[src/rtl/cpu_pipe_pkg.sv]
// Shared widths, ALU encodings and the decode-to-execute payload
// bundle for the 16-bit CPU pipeline.
package cpu_pipe_pkg;

    localparam int DATA_W = 16;
    localparam int ADDR_W = 4;
    localparam int FUNC_W = 2;
    localparam int PC_W   = 12;

    typedef enum logic [FUNC_W-1:0] {
        ALU_ADD = 2'b00,
        ALU_SUB = 2'b01,
        ALU_AND = 2'b10,
        ALU_OR  = 2'b11
    } alu_func_e;

    typedef struct packed {
        logic              reg_write;
        logic              mem_write;
        logic [FUNC_W-1:0] alufunc;
        logic [DATA_W-1:0] src1;
        logic [DATA_W-1:0] src2;
        logic [ADDR_W-1:0] destadd;
        logic [PC_W-1:0]   pc;
    } de_payload_t;

endpackage

[src/rtl/execute_pipe_reg_if.sv]
// Decode-side and execute-side handshake plus payload buses
// of the decode-to-execute stage.
interface execute_pipe_reg_if;
    import cpu_pipe_pkg::*;

    logic              in_valid;
    logic              in_ready;
    logic              RegWriteD;
    logic              MemWriteD;
    logic [FUNC_W-1:0] alufuncD;
    logic [DATA_W-1:0] srcdataD1;
    logic [DATA_W-1:0] srcdataD2;
    logic [ADDR_W-1:0] destaddD;
    logic [PC_W-1:0]   pcD;

    logic              out_valid;
    logic              out_ready;
    logic              RegWriteE;
    logic              MemWriteE;
    logic [FUNC_W-1:0] alufuncE;
    logic [DATA_W-1:0] srcdataE1;
    logic [DATA_W-1:0] srcdataE2;
    logic [ADDR_W-1:0] destaddE;
    logic [PC_W-1:0]   pcE;

    modport master (
        output in_valid, RegWriteD, MemWriteD, alufuncD,
        output srcdataD1, srcdataD2, destaddD, pcD, out_ready,
        input  in_ready, out_valid, RegWriteE, MemWriteE, alufuncE,
        input  srcdataE1, srcdataE2, destaddE, pcE
    );

    modport slave (
        input  in_valid, RegWriteD, MemWriteD, alufuncD,
        input  srcdataD1, srcdataD2, destaddD, pcD, out_ready,
        output in_ready, out_valid, RegWriteE, MemWriteE, alufuncE,
        output srcdataE1, srcdataE2, destaddE, pcE
    );

endinterface

[src/rtl/execute_pipe_reg_sat_counter.sv]
// Saturating event counter with synchronous clear.
module sat_counter #(
    parameter int CNT_W = 16
) (
    input  logic             clk,
    input  logic             reset,
    input  logic             clr,
    input  logic             inc,
    output logic [CNT_W-1:0] cnt
);

    logic [CNT_W-1:0] cnt_q;
    logic [CNT_W-1:0] cnt_d;

    always_comb begin
        cnt_d = cnt_q;
        if (clr) begin
            cnt_d = '0;
        end else if (inc && (cnt_q != {CNT_W{1'b1}})) begin
            cnt_d = cnt_q + 1'b1;
        end
    end

    always_ff @(posedge clk) begin
        if (reset) begin
            cnt_q <= '0;
        end else begin
            cnt_q <= cnt_d;
        end
    end

    assign cnt = cnt_q;

endmodule

[src/rtl/execute_pipe_reg.sv]
// Elastic decode-to-execute pipeline register with flush and
// saturating stall/flush/bubble performance counters.
module execute_pipe_reg
    import cpu_pipe_pkg::*;
#(
    parameter int CNT_W = 16
) (
    input  logic                clk,
    input  logic                reset,
    input  logic                flush,
    input  logic                cnt_clr,
    execute_pipe_reg_if.slave   bus,
    output logic [CNT_W-1:0]    stall_cnt,
    output logic [CNT_W-1:0]    flush_cnt,
    output logic [CNT_W-1:0]    bubble_cnt
);

    logic        valid_q;
    logic        valid_d;
    de_payload_t pl_q;
    de_payload_t pl_d;
    de_payload_t pl_in;
    logic        advance;

    assign pl_in = '{
        reg_write: bus.RegWriteD,
        mem_write: bus.MemWriteD,
        alufunc:   bus.alufuncD,
        src1:      bus.srcdataD1,
        src2:      bus.srcdataD2,
        destadd:   bus.destaddD,
        pc:        bus.pcD
    };

    assign advance     = ~valid_q | bus.out_ready;
    assign bus.in_ready = flush | advance;

    always_comb begin
        valid_d = valid_q;
        pl_d    = pl_q;
        if (flush) begin
            valid_d        = 1'b0;
            pl_d.reg_write = 1'b0;
            pl_d.mem_write = 1'b0;
        end else if (advance) begin
            valid_d = bus.in_valid;
            if (bus.in_valid) begin
                pl_d = pl_in;
            end else begin
                pl_d.reg_write = 1'b0;
                pl_d.mem_write = 1'b0;
            end
        end
    end

    always_ff @(posedge clk) begin
        if (reset) begin
            valid_q <= 1'b0;
            pl_q    <= '0;
        end else begin
            valid_q <= valid_d;
            pl_q    <= pl_d;
        end
    end

    assign bus.out_valid = valid_q;
    assign bus.RegWriteE = pl_q.reg_write;
    assign bus.MemWriteE = pl_q.mem_write;
    assign bus.alufuncE  = pl_q.alufunc;
    assign bus.srcdataE1 = pl_q.src1;
    assign bus.srcdataE2 = pl_q.src2;
    assign bus.destaddE  = pl_q.destadd;
    assign bus.pcE       = pl_q.pc;

    sat_counter #(.CNT_W(CNT_W)) u_stall_cnt (
        .clk   (clk),
        .reset (reset),
        .clr   (cnt_clr),
        .inc   (valid_q & ~bus.out_ready),
        .cnt   (stall_cnt)
    );

    sat_counter #(.CNT_W(CNT_W)) u_flush_cnt (
        .clk   (clk),
        .reset (reset),
        .clr   (cnt_clr),
        .inc   (flush),
        .cnt   (flush_cnt)
    );

    sat_counter #(.CNT_W(CNT_W)) u_bubble_cnt (
        .clk   (clk),
        .reset (reset),
        .clr   (cnt_clr),
        .inc   (~valid_q),
        .cnt   (bubble_cnt)
    );

endmodule

[src/flat_wrapper.sv]
// flat-port wrapper written by rule: the top's interface ports become plain ports
module execute_pipe_reg_flat import cpu_pipe_pkg::*;
#(
    parameter int CNT_W = 16
)
  (clk, reset, flush, cnt_clr, stall_cnt, flush_cnt, bubble_cnt, bus_in_valid, bus_RegWriteD, bus_MemWriteD, bus_alufuncD, bus_srcdataD1, bus_srcdataD2, bus_destaddD, bus_pcD, bus_out_ready, bus_in_ready, bus_out_valid, bus_RegWriteE, bus_MemWriteE, bus_alufuncE, bus_srcdataE1, bus_srcdataE2, bus_destaddE, bus_pcE);
  execute_pipe_reg_if bus_i ();
  input  logic clk;
  input  logic reset;
  input  logic flush;
  input  logic cnt_clr;
  output logic [CNT_W-1:0] stall_cnt;
  output logic [CNT_W-1:0] flush_cnt;
  output logic [CNT_W-1:0] bubble_cnt;
  input wire logic [$bits(bus_i.in_valid)-1:0] bus_in_valid;
  input wire logic [$bits(bus_i.RegWriteD)-1:0] bus_RegWriteD;
  input wire logic [$bits(bus_i.MemWriteD)-1:0] bus_MemWriteD;
  input wire logic [$bits(bus_i.alufuncD)-1:0] bus_alufuncD;
  input wire logic [$bits(bus_i.srcdataD1)-1:0] bus_srcdataD1;
  input wire logic [$bits(bus_i.srcdataD2)-1:0] bus_srcdataD2;
  input wire logic [$bits(bus_i.destaddD)-1:0] bus_destaddD;
  input wire logic [$bits(bus_i.pcD)-1:0] bus_pcD;
  input wire logic [$bits(bus_i.out_ready)-1:0] bus_out_ready;
  output wire logic [$bits(bus_i.in_ready)-1:0] bus_in_ready;
  output wire logic [$bits(bus_i.out_valid)-1:0] bus_out_valid;
  output wire logic [$bits(bus_i.RegWriteE)-1:0] bus_RegWriteE;
  output wire logic [$bits(bus_i.MemWriteE)-1:0] bus_MemWriteE;
  output wire logic [$bits(bus_i.alufuncE)-1:0] bus_alufuncE;
  output wire logic [$bits(bus_i.srcdataE1)-1:0] bus_srcdataE1;
  output wire logic [$bits(bus_i.srcdataE2)-1:0] bus_srcdataE2;
  output wire logic [$bits(bus_i.destaddE)-1:0] bus_destaddE;
  output wire logic [$bits(bus_i.pcE)-1:0] bus_pcE;
  assign bus_i.in_valid = bus_in_valid;
  assign bus_i.RegWriteD = bus_RegWriteD;
  assign bus_i.MemWriteD = bus_MemWriteD;
  assign bus_i.alufuncD = bus_alufuncD;
  assign bus_i.srcdataD1 = bus_srcdataD1;
  assign bus_i.srcdataD2 = bus_srcdataD2;
  assign bus_i.destaddD = bus_destaddD;
  assign bus_i.pcD = bus_pcD;
  assign bus_i.out_ready = bus_out_ready;
  assign bus_in_ready = bus_i.in_ready;
  assign bus_out_valid = bus_i.out_valid;
  assign bus_RegWriteE = bus_i.RegWriteE;
  assign bus_MemWriteE = bus_i.MemWriteE;
  assign bus_alufuncE = bus_i.alufuncE;
  assign bus_srcdataE1 = bus_i.srcdataE1;
  assign bus_srcdataE2 = bus_i.srcdataE2;
  assign bus_destaddE = bus_i.destaddE;
  assign bus_pcE = bus_i.pcE;
  execute_pipe_reg #(.CNT_W(CNT_W)) u_core (.clk(clk), .reset(reset), .flush(flush), .cnt_clr(cnt_clr), .bus(bus_i), .stall_cnt(stall_cnt), .flush_cnt(flush_cnt), .bubble_cnt(bubble_cnt));
endmodule
[config.mk]
export PLATFORM = sky130hd
export DESIGN_NAME = execute_pipe_reg_flat
export DESIGN_NICKNAME = d
export VERILOG_FILES = /design/src/rtl/cpu_pipe_pkg.sv /design/src/rtl/execute_pipe_reg_if.sv /design/src/rtl/execute_pipe_reg_sat_counter.sv /design/src/rtl/execute_pipe_reg.sv /design/src/flat_wrapper.sv
export SDC_FILE = /design/constraint.sdc
export NUM_CORES = 1
export LEC_CHECK = 0
export CAP_MARGIN = 20
export CORE_MARGIN = 5
export CORE_UTILIZATION = 53
export DETAILED_ROUTE_END_ITERATION = 8
export DONT_BUFFER_PORTS = 1
export PLACE_DENSITY = 0.67
export SYNTH_ARGS = -nofsm -noshare
export SYNTH_HDL_FRONTEND = slang
export SYNTH_SLANG_ARGS = --single-unit
[constraint.sdc]
create_clock -name clk -period 2 [get_ports clk]
set_input_delay 0.2 -clock clk [delete_from_list [all_inputs] [get_ports clk]]
set_output_delay 0.2 -clock clk [all_outputs]
set_load 0.05 [all_outputs]
After elaboration in Yosys (flattened, before gate mapping)
Index checks and enable logic that the tools add are counted.
Widths: inputs -> output; s select.
- magnitude comparators: 0
- $mul: 0
- reductions and logical operators: 6
- shift operators: 0
- divide/modulo/power cells: 0
- equality and inequality tests: 3
- bitwise gates (word level): 6
- $add $sub $neg: 3
- mux-type cells: 1
- operators with widths (cell ; count):
    $add 16x1->16 const B ; 3
    $ne 16x16->1 const B ; 3
    $reduce_or 2->1 ; 2
    $logic_and 1x1->1 ; 3
    $not 1->1 ; 3
    $reduce_and 3->1 ; 1
    $mux 2 ; 1
    $or 1x1->1 ; 2
    $and 1x1->1 ; 1
- memory bits (writable): 0
- logic and storage cells: 30
- input port bits: 58
- bits in registers: 101
- latch bits: 0
- ROM bits: 0
- memories: 0
- output and inout bits: 102

Depth between registers and ports, before layout
Gate-level depths: netlist (run 1).
- word-level depth: 3
- mapped depth: 7

By module
From an unflattened synthesis (run 1), not the netlist that was laid out.
- cell total of the unflattened synthesis: 539
- area, all modules: 5177.5 um^2
- modules (own cells, without submodules) (module ; area an instance (um^2) ; cells each ; times used):
    sat_counter ; 917.1 ; 102 ; 3
    execute_pipe_reg ; 2426.1 ; 233 ; 1

Worst setup path before layout (run 1)
No wires, ideal clock.
- path type: reg2reg
- from: register u_core.u_flush_cnt.cnt_q[4], in the netlist u_core.u_flush_cnt.cnt[4]
- to: register u_core.u_flush_cnt.cnt_q[13], in the netlist u_core.u_flush_cnt.cnt[13]
- clock period less this slack: 2.036 ns
- setup time: 0.070 ns
- arrival: 1.966 ns
- data required time: 1.930 ns
- slack: -0.036 ns
- cell stages (with the launch flop): 6
- cells stage by stage: dfxtp_1 nand4_2 or2_1 buf_2 or4_1 a21oi_1
- longest elaborated chain between the ends: 2
- elaborated cells between the ends (all ways): 3
- classes of those cells: add/sub: 1; eq/ne: 1; reduce/logical: 1
- RTL lines (item ; line ; source):
    start, declared ; execute_pipe_reg_sat_counter.sv:12 ; logic [CNT_W-1:0] cnt_q;
    start signal, assigned ; execute_pipe_reg_sat_counter.sv:28 ; cnt_q <= cnt_d;
    parallel branches: the longest is 2 deep, another holds $add 16x1->16 ; -- ;
Several ways; the timed one is not identified.
A chain may end at the register's enable or synchronous reset.

Worst setup path in the final report (run 1)
- from: register u_core.valid_q, in the netlist u_core.bus.out_valid
- to: register u_core.pl_q (netlist bit u_core.bus.RegWriteE)
- longest elaborated chain between the ends: 2
- RTL lines (item ; line ; source):
    start, declared ; execute_pipe_reg.sv:18 ; logic valid_q;
    start signal, assigned ; execute_pipe_reg.sv:61 ; valid_q <= valid_d;
    $not 1->1 ; execute_pipe_reg.sv:35 ; assign advance = ~valid_q | bus.out_ready;
    $or 1x1->1 ; execute_pipe_reg.sv:35 ;
    end signal, assigned ; execute_pipe_reg.sv:62 ; pl_q <= pl_d;
    end, declared ; execute_pipe_reg.sv:20 ; de_payload_t pl_q;
Every way passes these cells.

==> results of run 1 <==
==> placed cells by master, fill, tap and decap left out, types with 5 or more instances in the layout <==
master and n:
a21oi_1 75, nor2_1 14, nand4_1 11, buf_4 60
dlygate4sd3_1 56, or4_1 9, dfxtp_1 98, clkbuf_8 9
o31ai_1 11, and3_1 5, o21ai_0 19, nand2_1 124
nor3_1 8, mux2i_1 6, nand3_1 17, o311ai_0 5
a211oi_1 5, or3_1 16, inv_1 9, nor4_1 5
and2_1 5, o41ai_1 5
==> routing by layer <==
layer  global-route usage (%)  vias to the layer above
li1                         -                     2075
met1                     29.0                     1958
met2                     41.0                      154
met3                     8.55                       22
met4                     7.25                        0
met5                        0                        -
==> path summary, 6_finish.rpt <==
kind / start / end / slack [ps] / cells past startpoint
hold / removal: cnt_clr / u_core.u_stall_cnt.cnt[13] / 20 / 2
hold reg to reg: u_core.u_flush_cnt.cnt[7] / u_core.u_flush_cnt.cnt[7] / 520 / 2
setup reg to reg: u_core.bus.out_valid / u_core.bus.RegWriteE / 190 / 5
setup / recovery: u_core.bus.out_valid / u_core.bus.RegWriteE / 190 / 5
==> power by group through the flow <==
stage	Sequential [mW]	Clock (mW)	Combinational (mW)
2_1_floorplan	2.32	0	0.139
3_3_place_gp	2.31	0	0.172
3_5_place_dp	2.31	0	0.180
5_1_grt	2.27	1.37	0.324
6_report	2.27	1.27	0.295
4_1_cts	2.27	1.31	0.288
==> registers in the layout, summed over array words and instances (netlist names) <==
| name | count |
|---|---|
| u_core.u_stall_cnt.cnt | 16 |
| u_core.u_bubble_cnt.cnt | 16 |
| u_core.bus.destaddE | 4 |
| u_core.bus.srcdataE1 | 16 |
| u_core.u_flush_cnt.cnt | 16 |
| u_core.bus.out_valid | 1 |
| u_core.bus.RegWriteE | 1 |
| u_core.bus.MemWriteE | 1 |
| u_core.bus.pcE | 12 |
| u_core.bus.alufuncE | 2 |
| u_core.bus.srcdataE2 | 16 |
==> layout make-up <==
| type | instances | area (µm²) |
|---|---|---|
| tap | 102 | 128 |
| inverter | 9 | 33.8 |
| fill | 630 | 2260 |
| timing repair buffer | 118 | 1050 |
| clock inverter | 6 | 63.8 |
| clock buffer | 10 | 128 |
| multi-input combinational | 384 | 2120 |
| sequential | 101 | 2030 |
==> per-stage QoR <==
stage,area [µm²],hold slack [ps],power (mW)
2_1_floorplan,4290,336,2.46
3_3_place_gp,4770,279,2.48
3_5_place_dp,4770,281,2.49
4_1_cts,5550,0.693,3.86
5_1_grt,5550,19.1,3.97
6_report,5550,19.7,3.83
==> worst max-delay path: cells and delay by family, from the launching register on <==
family,cells,cell delay (ps)
buffers and inverters,2,760
flip-flops,1,470
AND/OR/NAND/NOR,2,330
AO/OA/AOI/OAI,1,210
==> cell families after synthesis <==
family	share of synthesized area, %
simple gates	28.1
fa+ha+maj	0.877
flops	47.2
mux	1.40
xor+xnor	0.818
buf+inv	3.48
compound gates	18.1
==> repair_timing <==
| action | in CTS | in global routing |
|---|---|---|
| gates resized for setup | 0 | 1 |
| setup endpoints to repair | 0 | 1 |
| hold endpoints to repair | 54 | 0 |
| hold buffers | 57 | 0 |
==> flow_summary_export.csv, run 1 <==
group,metric,value,unit
worst_setup_path,worstPathArrival,2120,ps
worst_setup_path,startpoint_type,"flop",
synthesis,post-synth-top-count-cell,"nand2_1",
pwr,p_switching,1.05,mW
synthesis,synthArstFlopShare,0,%
synthesis,synth.distinct_cells,46,
detailed_routing,wl_met1,4.90,mm
sta,finClkSkew,7.85,ps
detailed_routing,first_pass_iters,5,
worst_setup_path,worst_path_max_delay_cell,"dlygate4sd3_1",
finish,syn_to_final_growth,29.6,%
floorplan,fp.dieW,99.9,µm
clock_network,htreeDepth,3,
synthesis,ys_ff_latch,101,
sta,min_period,1810,ps
worst_setup_path,cp-end-kind,"flop",
synthesis,synth_common_cells,"nand2_1 (124), dfxtp_1 (101), a21oi_1 (75), clkbuf_1 (20), o21ai_0 (19)",
synthesis,synth_warnings,0,
worst_setup_path,crit_chain,"nor2b_2 -> buf_4 -> nand2_1 -> a211oi_1 -> dlygate4sd3_1",
place,place.gp.congestion,0.877,
clock_network,cts_tree,"yes",
pwr,p_int,2.78,mW
floorplan,die_area,9980,µm²
detailed_routing,drc_errors,0,
place,dp.cells,657,
worst_setup_path,crit_type,"flop to flop",
pwr,leakage,2.00,nW
synthesis,synth-edff-count,0,
synthesis,netlist_area,4280,µm²
hold_path,hp-class,"input pin to flop",
sta,fmax,551,MHz
pwr,p_comb_share,7.7,%
finish,nNetsFinal,684,
synthesis,ys.flop_type,"dfxtp_1",
sta,maxSlewViolCount,0,
sta,max_slew.worst_pin.slew,785,ps
global_route,grt_usage,24.3,%
detailed_routing,drt_iter0_markers,251,
synthesis,synth_nets,583,
clock_network,post_cts_buffers,0,
sta,timing.final.crit_share,90.7,%
sta,setup_slack,186,ps
place,place_ws,277,ps
detailed_routing,wl,12.2,mm
floorplan,core_area,7810,µm²
outcome,outcome,"complete, no violations",
worst_setup_path,critPathMaxStageDelay,570,ps
clock_network,root_buffer,"clkbuf_8",
synthesis,synth_top_area_share,47.2,%
clock_network,clk_latency,350,ps
worst_setup_path,crit_required,2300,ps
detailed_routing,wl_per_cell,16.7,µm
sta,slew_headroom,47.6,%
global_route,grt_pass1_wl,19.9,mm
floorplan,row_count,32,
place,hpwl,8.06,mm
pwr,swShare,27.4,%
synthesis,yosys.area.top_type,"dfxtp_1",
worst_setup_path,cp_max_fo,8,
detailed_routing,avgViaCountPerCell,5.77,
sta,hold_violations,0,
clock_network,clk_pin_slew,100,ps
clock_network,clock_sinks,101,
pwr,p_per_area,690,nW/µm²
clock_network,numCtsBuffers,9,
global_route,grt_pass1_vias,4054,
run,cap_violations,0,
pwr,clkPwrFrac,33.1,%
clock_network,cts_buffer_depth,2,
finish,layoutNonFillerInstCount,730,
synthesis,syn_avg_cell_area,8.20,µm²
synthesis,synth_area_leaders,"dfxtp_1 (47%), nand2_1 (11%), a21oi_1 (8.8%)",
global_route,grt_overflow_total,0,
sta,rsz0062_at_grt,"false",
detailed_routing,antenna_left,0,
global_route,antenna_found_initial,0,
synthesis,synthCells,522,
finish,final_core_util,71.1,%
sta,tns,0,ps
detailed_routing,top_layer,"met4",
finish,antenna_cells,0,
floorplan,ios,160,
detailed_routing,wl_met2,5.96,mm
finish,final_layout_size_suffix_gt1_share,14.3,%
detailed_routing,wl_met3,1.10,mm
global_route,grt_max_degree,55,
floorplan,die_h,99.9,µm
detailed_routing,vias,4209,
place,portBuffers,0,
synthesis,seq_area_frac_synth,47.2,%
pwr,vdd_ir_drop_max,0.000470,V
sta,finalSetupViolCount,0,
floorplan,initial_utilization,54.8,%
pwr,seqPwrFrac,59.2,%
No activity file was read; power rests on OpenSTA's default activity.
==> run 2, diff against run 1 <==
--- a/config.mk
+++ b/config.mk
@@ -8,6 +8,7 @@
 export CAP_MARGIN = 20
 export CORE_MARGIN = 5
 export CORE_UTILIZATION = 53
+export CTS_CLUSTER_DIAMETER = 150
 export DETAILED_ROUTE_END_ITERATION = 8
 export DONT_BUFFER_PORTS = 1
 export PLACE_DENSITY = 0.67
==> results of run 2 <==
Final layout, timing and power as in run 1 (identical DEF).
==> run 3, diff against run 2 <==
--- a/config.mk
+++ b/config.mk
@@ -11,6 +11,7 @@
 export CTS_CLUSTER_DIAMETER = 150
 export DETAILED_ROUTE_END_ITERATION = 8
 export DONT_BUFFER_PORTS = 1
+export GPL_TIMING_DRIVEN = 0
 export PLACE_DENSITY = 0.67
 export SYNTH_ARGS = -nofsm -noshare
 export SYNTH_HDL_FRONTEND = slang
==> run 3 against run 2 <==
Net effect: the run now ends with setup timing left; core utilization is 2.4 points lower; first-iteration DRC count is 22% lower; die area stayed put; cell area is 3.3% lower; flip-flop and latch count stayed put; via count is 1.9% lower; critical path type unchanged.
==> flow_summary_export.csv, run 3 (synthesis gave the netlist of run 1 again) <==
group,metric,value,unit
clock_network,root_buffer,"clkbuf_8",
pwr,p_per_area,709,nW/µm²
clock_network,clk_pin_slew,100,ps
detailed_routing,avgViaCountPerCell,5.92,
finish,stdcell_area,5370,µm²
sta,rsz0062_at_grt,"true",
floorplan,initial_utilization,54.8,%
worst_setup_path,worst_r2r_endpoint,"u_core.u_flush_cnt.cnt[13]",
worst_setup_path,crit_type,"flop to flop",
global_route,grt_overflow_total,0,
finish,final_cell_mix,"nand2_1 (124), a21oi_1 (75), dfxtp_1 (57), dlygate4sd3_1 (52), dfxtp_4 (23)",
place,place.gp.congestion,0.834,
worst_setup_path,cp-end-kind,"flop",
finish,layout_commonest_cell,"nand2_1",
global_route,grt_pass1_wl,19.9,mm
finish,final_layout_size_suffix_gt1_share,15.8,%
sta,slew_headroom,54.8,%
worst_setup_path,r2r_start,"u_core.u_flush_cnt.cnt[4]",
outcome,failed_checks,"setup timing",
finish,antenna_cells,0,
floorplan,core_area,7810,µm²
outcome,outcome,"complete, but fails checks",
worst_setup_path,crit_required,2270,ps
worst_setup_path,cp_max_fo,10,
worst_setup_path,crit_end,"u_core.u_flush_cnt.cnt[13]",
clock_network,cts_tree,"yes",
sta,maxSlewViolCount,0,
global_route,grt_usage,24.4,%
place,hpwl,8.07,mm
place,portBuffers,0,
finish,fillCellCount,626,
sta,finClkSkew,11.6,ps
detailed_routing,drt_iter0_markers,196,
detailed_routing,wl_per_cell,17.8,µm
finish,multiInputGateArea,2170,µm²
sta,max_slew.worst_pin.slew,678,ps
floorplan,ios,160,
floorplan,fp.dieW,99.9,µm
sta,fmax,496,MHz
place,dp.cells,624,
detailed_routing,drc_errors,0,
floorplan,row_count,32,
finish,syn_to_final_growth,25.3,%
place,dpl_cell_area,4410,µm²
floorplan,die_area,9980,µm²
global_route,grt_pass1_vias,3935,
worst_setup_path,setup.worst_path.start,"u_core.u_flush_cnt.cnt[4]",
worst_setup_path,worstPathArrival,2280,ps
clock_network,clock_sinks,101,
sta,timing.final.crit_share,101,%
finish,nNetsFinal,653,
sta,setup_slack,-14.3,ps
floorplan,die_h,99.9,µm
global_route,grt_max_degree,16,
detailed_routing,wl,12.4,mm
clock_network,numCtsBuffers,9,
sta,finalSetupViolCount,1,
finish,seq_area,2130,µm²
pwr,leakage,1.83,nW
clock_network,cts_buffer_depth,2,
worst_setup_path,ff2ff_setup_slack,-10,ps
sta,hold_ws,9.36,ps
worst_setup_path,startpoint_type,"flop",
place,place_ws,-361,ps
hold_path,hp-class,"input pin to flop",
sta,hold_violations,0,
global_route,antenna_found_initial,0,
pwr,finalPower,3.81,mW
detailed_routing,vias,4128,
finish,layoutNonFillerInstCount,697,
clock_network,htreeDepth,3,
pwr,vdd_ir_drop_max,0.000831,V
run,cap_violations,0,
detailed_routing,first_pass_iters,4,
worst_setup_path,reg2regPathDepth,5,
sta,min_period,2010,ps
clock_network,clk_latency,360,ps
detailed_routing,antenna_left,0,
run 3: worst min-delay path by stage:
stage                           from                         end  cells past startpoint
floorplan            bus_alufuncD[0]      u_core.bus.alufuncE[0]                      2
global placement    bus_srcdataD2[6]     u_core.bus.srcdataE2[6]                      2
detailed placement  bus_srcdataD2[5]     u_core.bus.srcdataE2[5]                      2
CTS                            reset  u_core.u_flush_cnt.cnt[15]                      2
global route                 cnt_clr  u_core.u_stall_cnt.cnt[15]                      2
finish                         reset  u_core.u_flush_cnt.cnt[15]                      2
run 3: metal layers:
metal | track usage [%] | wire (µm)
met5 | 0 | 0
met4 | 9.66 | 265
met3 | 8.62 | 1090
met2 | 40.2 | 6180
met1 | 29.1 | 4890
run 3: power breakdown:
part,internal (mW),total (mW),switching (mW),leakage (nW)
Sequential,2.03,2.26,0.223,0.849
Clock,0.597,1.27,0.675,0.0902
Combinational,0.133,0.278,0.145,0.891
Total,2.76,3.81,1.04,1.83
run 3: per-stage QoR:
step | utilization (%) | setup TNS, ps
2_1_floorplan | - | 0
3_3_place_gp | 56.5 | -21350
3_5_place_dp | 56.5 | -23920
4_1_cts | 67.1 | 0
5_1_grt | 68.7 | -53.3
6_report | 68.7 | -14.3
run 3: area by class of cell:
class / count / area share [%]
multi-input combinational: 384 / 40.5
clock buffer: 10 / 2.57
timing repair buffer: 59 / 10.7
sequential: 101 / 39.8
inverter: 9 / 0.630
tap: 102 / 2.38
clock inverter: 4 / 0.933
buffer: 28 / 2.54
run 3: repair_timing:
action | in CTS | in global routing
pin swaps | 1 | 4
hold endpoints to repair | 53 | 0
setup endpoints to repair | 94 | 84
buffers inserted | 3 | 4
gates resized for setup | 51 | 39
hold buffers | 52 | 0
run 3: critical path: stages (launching register included):
cell	delay, ps
dfxtp_4	480
nand4_2	220
or2_1	310
buf_2	200
or4_1	530
a21oi_1	170
